File: src/rtl/rv32_pkg.sv
// rv32_pkg: shared constants and types for the memory arbiter slice.
//   AW_DEF / DW_DEF   default address and data widths
//   MASK_*            byte-lane masks for byte, half-word and word accesses
//   rsp_tag_t         outstanding read response tag (valid, owner)
//   sat_inc16         16-bit increment that sticks at all-ones
package rv32_pkg;

  localparam int AW_DEF = 32;
  localparam int DW_DEF = 32;

  localparam logic [3:0] MASK_BYTE = 4'b0001;
  localparam logic [3:0] MASK_HALF = 4'b0011;
  localparam logic [3:0] MASK_WORD = 4'b1111;

  typedef struct packed {
    logic valid;
    logic owner;
  } rsp_tag_t;

  function automatic logic [15:0] sat_inc16(input logic [15:0] val);
    return (val == 16'hFFFF) ? val : val + 16'd1;
  endfunction

endpackage

File: src/rtl/rr_arb2.sv
// rr_arb2: combinational two-way round-robin pick.
//   req[1:0]  request lines, bit i = requester i
//   lw        index of the requester that won most recently
//   gnt[1:0]  one-hot grant (all zero when nobody requests)
module rr_arb2 (
  input  logic [1:0] req,
  input  logic       lw,
  output logic [1:0] gnt
);

  always_comb begin
    gnt = 2'b00;
    unique case (req)
      2'b01:   gnt = 2'b01;
      2'b10:   gnt = 2'b10;
      // Under contention the previous winner yields.
      2'b11:   gnt = lw ? 2'b01 : 2'b10;
      default: gnt = 2'b00;
    endcase
  end

endmodule

File: src/rtl/mem_arbiter2.sv
// mem_arbiter2: two-requester round-robin arbiter in front of a single-port
// memory with one-cycle read latency.
//   clk, reset                          clock, synchronous active-high reset
//   m<i>_req/_we/_addr/_wdata/_wmask    requester i access attributes
//   m<i>_gnt                            access accepted this cycle (combinational)
//   m<i>_rvalid/_rdata                  read response, one cycle after grant
//   mem_re/_we/_addr/_wdata/_wmask      memory command for the winner
//   mem_rdata                           memory read data, valid cycle after mem_re
//   cnt0, cnt1                          saturating grant counters
module mem_arbiter2
  import rv32_pkg::*;
#(
  parameter int AW = AW_DEF,
  parameter int DW = DW_DEF
) (
  input  logic            clk,
  input  logic            reset,

  input  logic            m0_req,
  input  logic            m0_we,
  input  logic [AW-1:0]   m0_addr,
  input  logic [DW-1:0]   m0_wdata,
  input  logic [DW/8-1:0] m0_wmask,
  output logic            m0_gnt,
  output logic            m0_rvalid,
  output logic [DW-1:0]   m0_rdata,

  input  logic            m1_req,
  input  logic            m1_we,
  input  logic [AW-1:0]   m1_addr,
  input  logic [DW-1:0]   m1_wdata,
  input  logic [DW/8-1:0] m1_wmask,
  output logic            m1_gnt,
  output logic            m1_rvalid,
  output logic [DW-1:0]   m1_rdata,

  output logic            mem_re,
  output logic            mem_we,
  output logic [AW-1:0]   mem_addr,
  output logic [DW-1:0]   mem_wdata,
  output logic [DW/8-1:0] mem_wmask,
  input  logic [DW-1:0]   mem_rdata,

  output logic [15:0]     cnt0,
  output logic [15:0]     cnt1
);

  logic       lw;
  logic [1:0] pick;
  logic [1:0] gnt;
  rsp_tag_t   tag;

  rr_arb2 u_rr_arb2 (
    .req (({m1_req, m0_req})),
    .lw  (lw),
    .gnt (pick)
  );

  // Nothing is accepted while reset is held, so no command reaches memory.
  assign gnt    = reset ? 2'b00 : pick;
  assign m0_gnt = gnt[0];
  assign m1_gnt = gnt[1];

  always_comb begin
    mem_re    = 1'b0;
    mem_we    = 1'b0;
    mem_addr  = '0;
    mem_wdata = '0;
    mem_wmask = '0;
    if (gnt[0]) begin
      mem_we    = m0_we;
      mem_re    = !m0_we;
      mem_addr  = m0_addr;
      mem_wdata = m0_wdata;
      mem_wmask = m0_we ? m0_wmask : '0;
    end else if (gnt[1]) begin
      mem_we    = m1_we;
      mem_re    = !m1_we;
      mem_addr  = m1_addr;
      mem_wdata = m1_wdata;
      mem_wmask = m1_we ? m1_wmask : '0;
    end
  end

  always_ff @(posedge clk) begin
    if (reset) begin
      lw        <= 1'b1;
      tag.valid <= 1'b0;
      tag.owner <= 1'b0;
      cnt0      <= '0;
      cnt1      <= '0;
    end else begin
      tag.valid <= mem_re;
      tag.owner <= gnt[1];
      if (|gnt) lw <= gnt[1];
      if (gnt[0]) cnt0 <= sat_inc16(cnt0);
      if (gnt[1]) cnt1 <= sat_inc16(cnt1);
    end
  end

  // A response due in a reset cycle is discarded along with the tag.
  assign m0_rvalid = tag.valid && !tag.owner && !reset;
  assign m1_rvalid = tag.valid &&  tag.owner && !reset;
  assign m0_rdata  = m0_rvalid ? mem_rdata : '0;
  assign m1_rdata  = m1_rvalid ? mem_rdata : '0;

endmodule
File: config.mk
export PLATFORM = sky130hd
export DESIGN_NAME = mem_arbiter2
export DESIGN_NICKNAME = d
export VERILOG_FILES = /design/src/rtl/rv32_pkg.sv /design/src/rtl/rr_arb2.sv /design/src/rtl/mem_arbiter2.sv
export SDC_FILE = /design/constraint.sdc
export NUM_CORES = 1
export LEC_CHECK = 0
export CAP_MARGIN = 20
export CORE_AREA = 2 2 132 134
export CTS_CLUSTER_SIZE = 12
export DETAILED_ROUTE_END_ITERATION = 10
export DIE_AREA = 0 0 134 136
export PLACE_DENSITY = 0.67
export SLEW_MARGIN = 20
export SYNTH_ARGS = -nofsm -noshare
export SYNTH_HDL_FRONTEND = slang
export SYNTH_SLANG_ARGS = --single-unit
File: constraint.sdc
create_clock -name clk -period 2.9 [get_ports clk]
set_input_delay 0.435 -clock clk [delete_from_list [all_inputs] [get_ports clk]]
set_output_delay 0.435 -clock clk [all_outputs]
set_load 0.05 [all_outputs]
==> reports/summary.log <==
qor: grt.grt_max_degree 66
qor: grt.globalRouteMet3Util 5.67%
qor: drt.detail_route.wl_per_cell 19.2 um
qor: grt.first_pass_grt_wire_length 25.1 mm
qor: sta.layout_min_cycle_time 2.63 ns
qor: clocking.post_cts_resize_count 0
qor: grt.met2_usage 30.5%
qor: clocking.clock-sinks 35
qor: synthesis.syn_area_per_cell 8.03 sq um
qor: clocking.cts_root_buffer sky130_fd_sc_hd__clkbuf_16
qor: layout.fill_cells 1,549
qor: place.gpl_congestion 0.817
qor: place.area_after_dpl 7930 sq um
qor: sta.number_of_pins_exceeding_their_max_slew_limit_in_the_final_report 0
qor: drt.dr.pass1.iters 6
qor: setup_path.crit_path_max_fanout 22
qor: layout.multi_input_comb_area 2010 sq um
qor: clocking.cts_buffer_depth 2
qor: synthesis.mapped_area 2830 sq um
qor: layout.post_route_cells_drive_above_1_share 23.9%
qor: grt.use_met1 22.5%
qor: grt.first_global_vias 3,854
qor: sta.clock_skew 0.00354 ns
qor: setup_path.worst_path_dominant_cell_family buffers and inverters
qor: sta.timing.final.hold_violations 0
qor: sta.max_freq 381 MHz
qor: synthesis.postSynth.asyncResetShare 0%
qor: layout.postLayoutCellArea 8090 sq um
qor: floorplan.core_area 16,900 sq um
qor: setup_path.crit_path_cell_trace clkdlybuf4s50_1 > nor2b_1 > nand2_1 > inv_2 > buf_4 > a22o_1 > buf_12
qor: floorplan.initial_utilization 16.7%
qor: clocking.cts_bufs_inserted 5
qor: drt.routed-via-count 3,978
qor: layout.antenna-diode-count 0
qor: synthesis.synth.net_count 528
qor: layout.seqCellArea 701 sq um
qor: layout.syn_to_final_growth 186%
qor: setup_path.worstSetupStartpointType primary input
qor: clocking.tritoncts_clock_tree done
qor: grt.global_route.overflow_total 0
qor: setup_path.worst_path_max_delay_cell sky130_fd_sc_hd__clkdlybuf4s50_1
qor: sta.post-route-period-util 90.6%
qor: drt.drt_first_iter_violations 145
qor: grt.gr-usage-all-layers 18.1%
qor: setup_path.max_stage_delay 0.51 ns
qor: sta.rsz0062_at_grt false
qor: sta.worst-slew-pin-transition 0.548 ns
qor: clocking.setup_bufs_post_cts 0
qor: floorplan.die_h 136 um
qor: synthesis.synth_sequential_area_ratio 24.8%
qor: setup_path.worstPathRequired 2.47 ns
qor: drt.viasPerCell 4.36
qor: pwr.power.leakage 3.17 nW
qor: synthesis.synthesis.instances 352
qor: sta.tns 0 ns
qor: floorplan.design.portCount 344
qor: synthesis.ys_warn_count 0
qor: layout.final_nets 862
qor: synthesis.netlist-cell-type-count 45
qor: floorplan.die_width 134 um
qor: synthesis.synth_enable_flop_cells 0
qor: setup_path.cp-end-kind primary output
qor: floorplan.std_cell_rows 48
qor: pwr.power_density 269 nW/um^2
qor: place.hpwlAfterDp 14.3 mm
qor: grt.antenna_violations_before_repair 3
qor: setup_path.worst-endpoint-arrival 2.19 ns
qor: clocking.clkLatencyLatePin 0.28 ns
qor: drt.postRouteWirelength 17.5 mm
qor: drt.ant_nets 0
qor: pwr.ir_worst_vdd 0.391 mV
qor: clocking.htree_num_levels 2
qor: synthesis.ys.flop_type sky130_fd_sc_hd__dfxtp_1
qor: clocking.cts.clk_slew.worst_paths 0.05 ns
qor: setup_path.cp_class in -> out
qor: status.outcome finished clean
qor: floorplan.die_area 18,200 sq um
qor: synthesis.synth_seq_cells 35
qor: clocking.postCtsHoldBufs 0
qor: grt.global_route.peak_usage_layer met2
qor: sta.timing.max_slew.rel_slack 63.4%
qor: place.place.port_buffers 343
qor: hold_path.hold_path.class reg -> reg
qor: sta.final-setup-viol-count 0
qor: drt.post-route-drc-count 0
qor: job.cap_viol_max_count 0
qor: setup_path.worst-path-buf-inv 4
-- state kept, by name, indices dropped and copies added (netlist names) --
register,cells
cnt0,16
cnt1,16
tag,2
lw,1
-- power by group --
group | leakage [nW] | internal (mW) | total, mW | switching, mW
registers | 0.283 | 0.488 | 0.496 | 0.00745
logic | 2.81 | 0.585 | 1.12 | 0.533
clock network | 0.0772 | 0.365 | 0.562 | 0.196
total | 3.17 | 1.44 | 2.18 | 0.737
-- worst paths after layout --
path,to,cells after the start,slack [ns],start
setup / recovery,mem_wdata[31],7,0.27,m1_req
hold / removal,cnt1[5],1,0.49,cnt1[5]
setup reg to reg,cnt0[6],6,0.86,cnt0[0]
hold reg to reg,cnt1[5],1,0.49,cnt1[5]
-- per-layer routing --
metal	part of all wire, %	vias to the layer above
met5	0.19	-
met4	1.8	6
met3	8.5	23
met2	49	146
met1	40	1844
li1	-	1959
-- worst register-to-register path, cell delays in order (launching register included) --
cell and delay (ns):
sky130_fd_sc_hd__dfxtp_1 0.42, sky130_fd_sc_hd__ha_1 0.24, sky130_fd_sc_hd__nand4_1 0.29, sky130_fd_sc_hd__nor4_4 0.38, sky130_fd_sc_hd__nor2_1 0.19, sky130_fd_sc_hd__a311oi_1 0.34
sky130_fd_sc_hd__a41o_2 0.14
-- Yosys cell counts, drive strengths merged (2+ instances only) --
cell type,instances,area [sq um]
a22o,64,561
a32o,4,40.0
a41o,2,21.3
and2,66,413
and3,5,31.3
and4,3,26.3
buf,10,43.8
clkbuf,15,56.3
dfxtp,35,701
ha,2,25.0
inv,6,22.5
mux2i,9,90.1
nand2,17,63.8
nand2b,13,88.8
nand3,8,40.0
nand4,12,81.3
nor2,25,93.8
nor2b,3,18.8
nor3,9,45.0
nor4,8,65.1
o21ai,3,15.0
o22ai,2,12.5
xnor2,13,114
xor2,3,26.3
-- area by class of cell --
cell class | instances | area share, %
tap | 225 | 3.48
sequential | 35 | 8.66
clock buffer | 8 | 1.93
multi-input combinational | 286 | 24.8
timing repair buffer | 352 | 60.8
inverter | 6 | 0.278
-- cells in the final DEF, fill, tap and decap left out, drive strengths merged, types with 4 or more instances in the layout --
| cell | n |
|---|---|
| nand3 | 8 |
| a22o | 64 |
| xnor2 | 13 |
| nor2 | 25 |
| inv | 6 |
| and2 | 66 |
| nand2b | 13 |
| nor4 | 8 |
| nand2 | 17 |
| clkbuf | 8 |
| dfxtp | 35 |
| a32o | 4 |
| and3 | 5 |
| buf | 147 |
| nor3 | 9 |
| nand4 | 12 |
| mux2i | 9 |
| clkdlybuf4s50 | 205 |
-- cells by family after synthesis --
kind of cell / share of synthesized area (%)
DFF: 24.8
xor gates and xnor gates: 4.96
muxes: 3.59
and+or+nand+nor: 36.1
adders and majority gates: 0.885
AOI/OAI and AO/OA: 25.4
buffers and inverters: 4.34
-- metrics by stage --
stage                     hold WS (ns)  util (%)  instances  worst slack [ns]  power, mW
after floorplan                  0.495         -        352             0.357      0.944
after global placement           0.459      47.0        904             0.283       1.62
after detailed placement         0.478      47.0        904             0.280       1.62
after CTS                        0.493      47.9        912             0.260       2.19
after global routing             0.533      47.9        912             0.147       2.25
final                            0.491      47.9        912             0.273       2.18
Power figures use the tool's default switching activity.
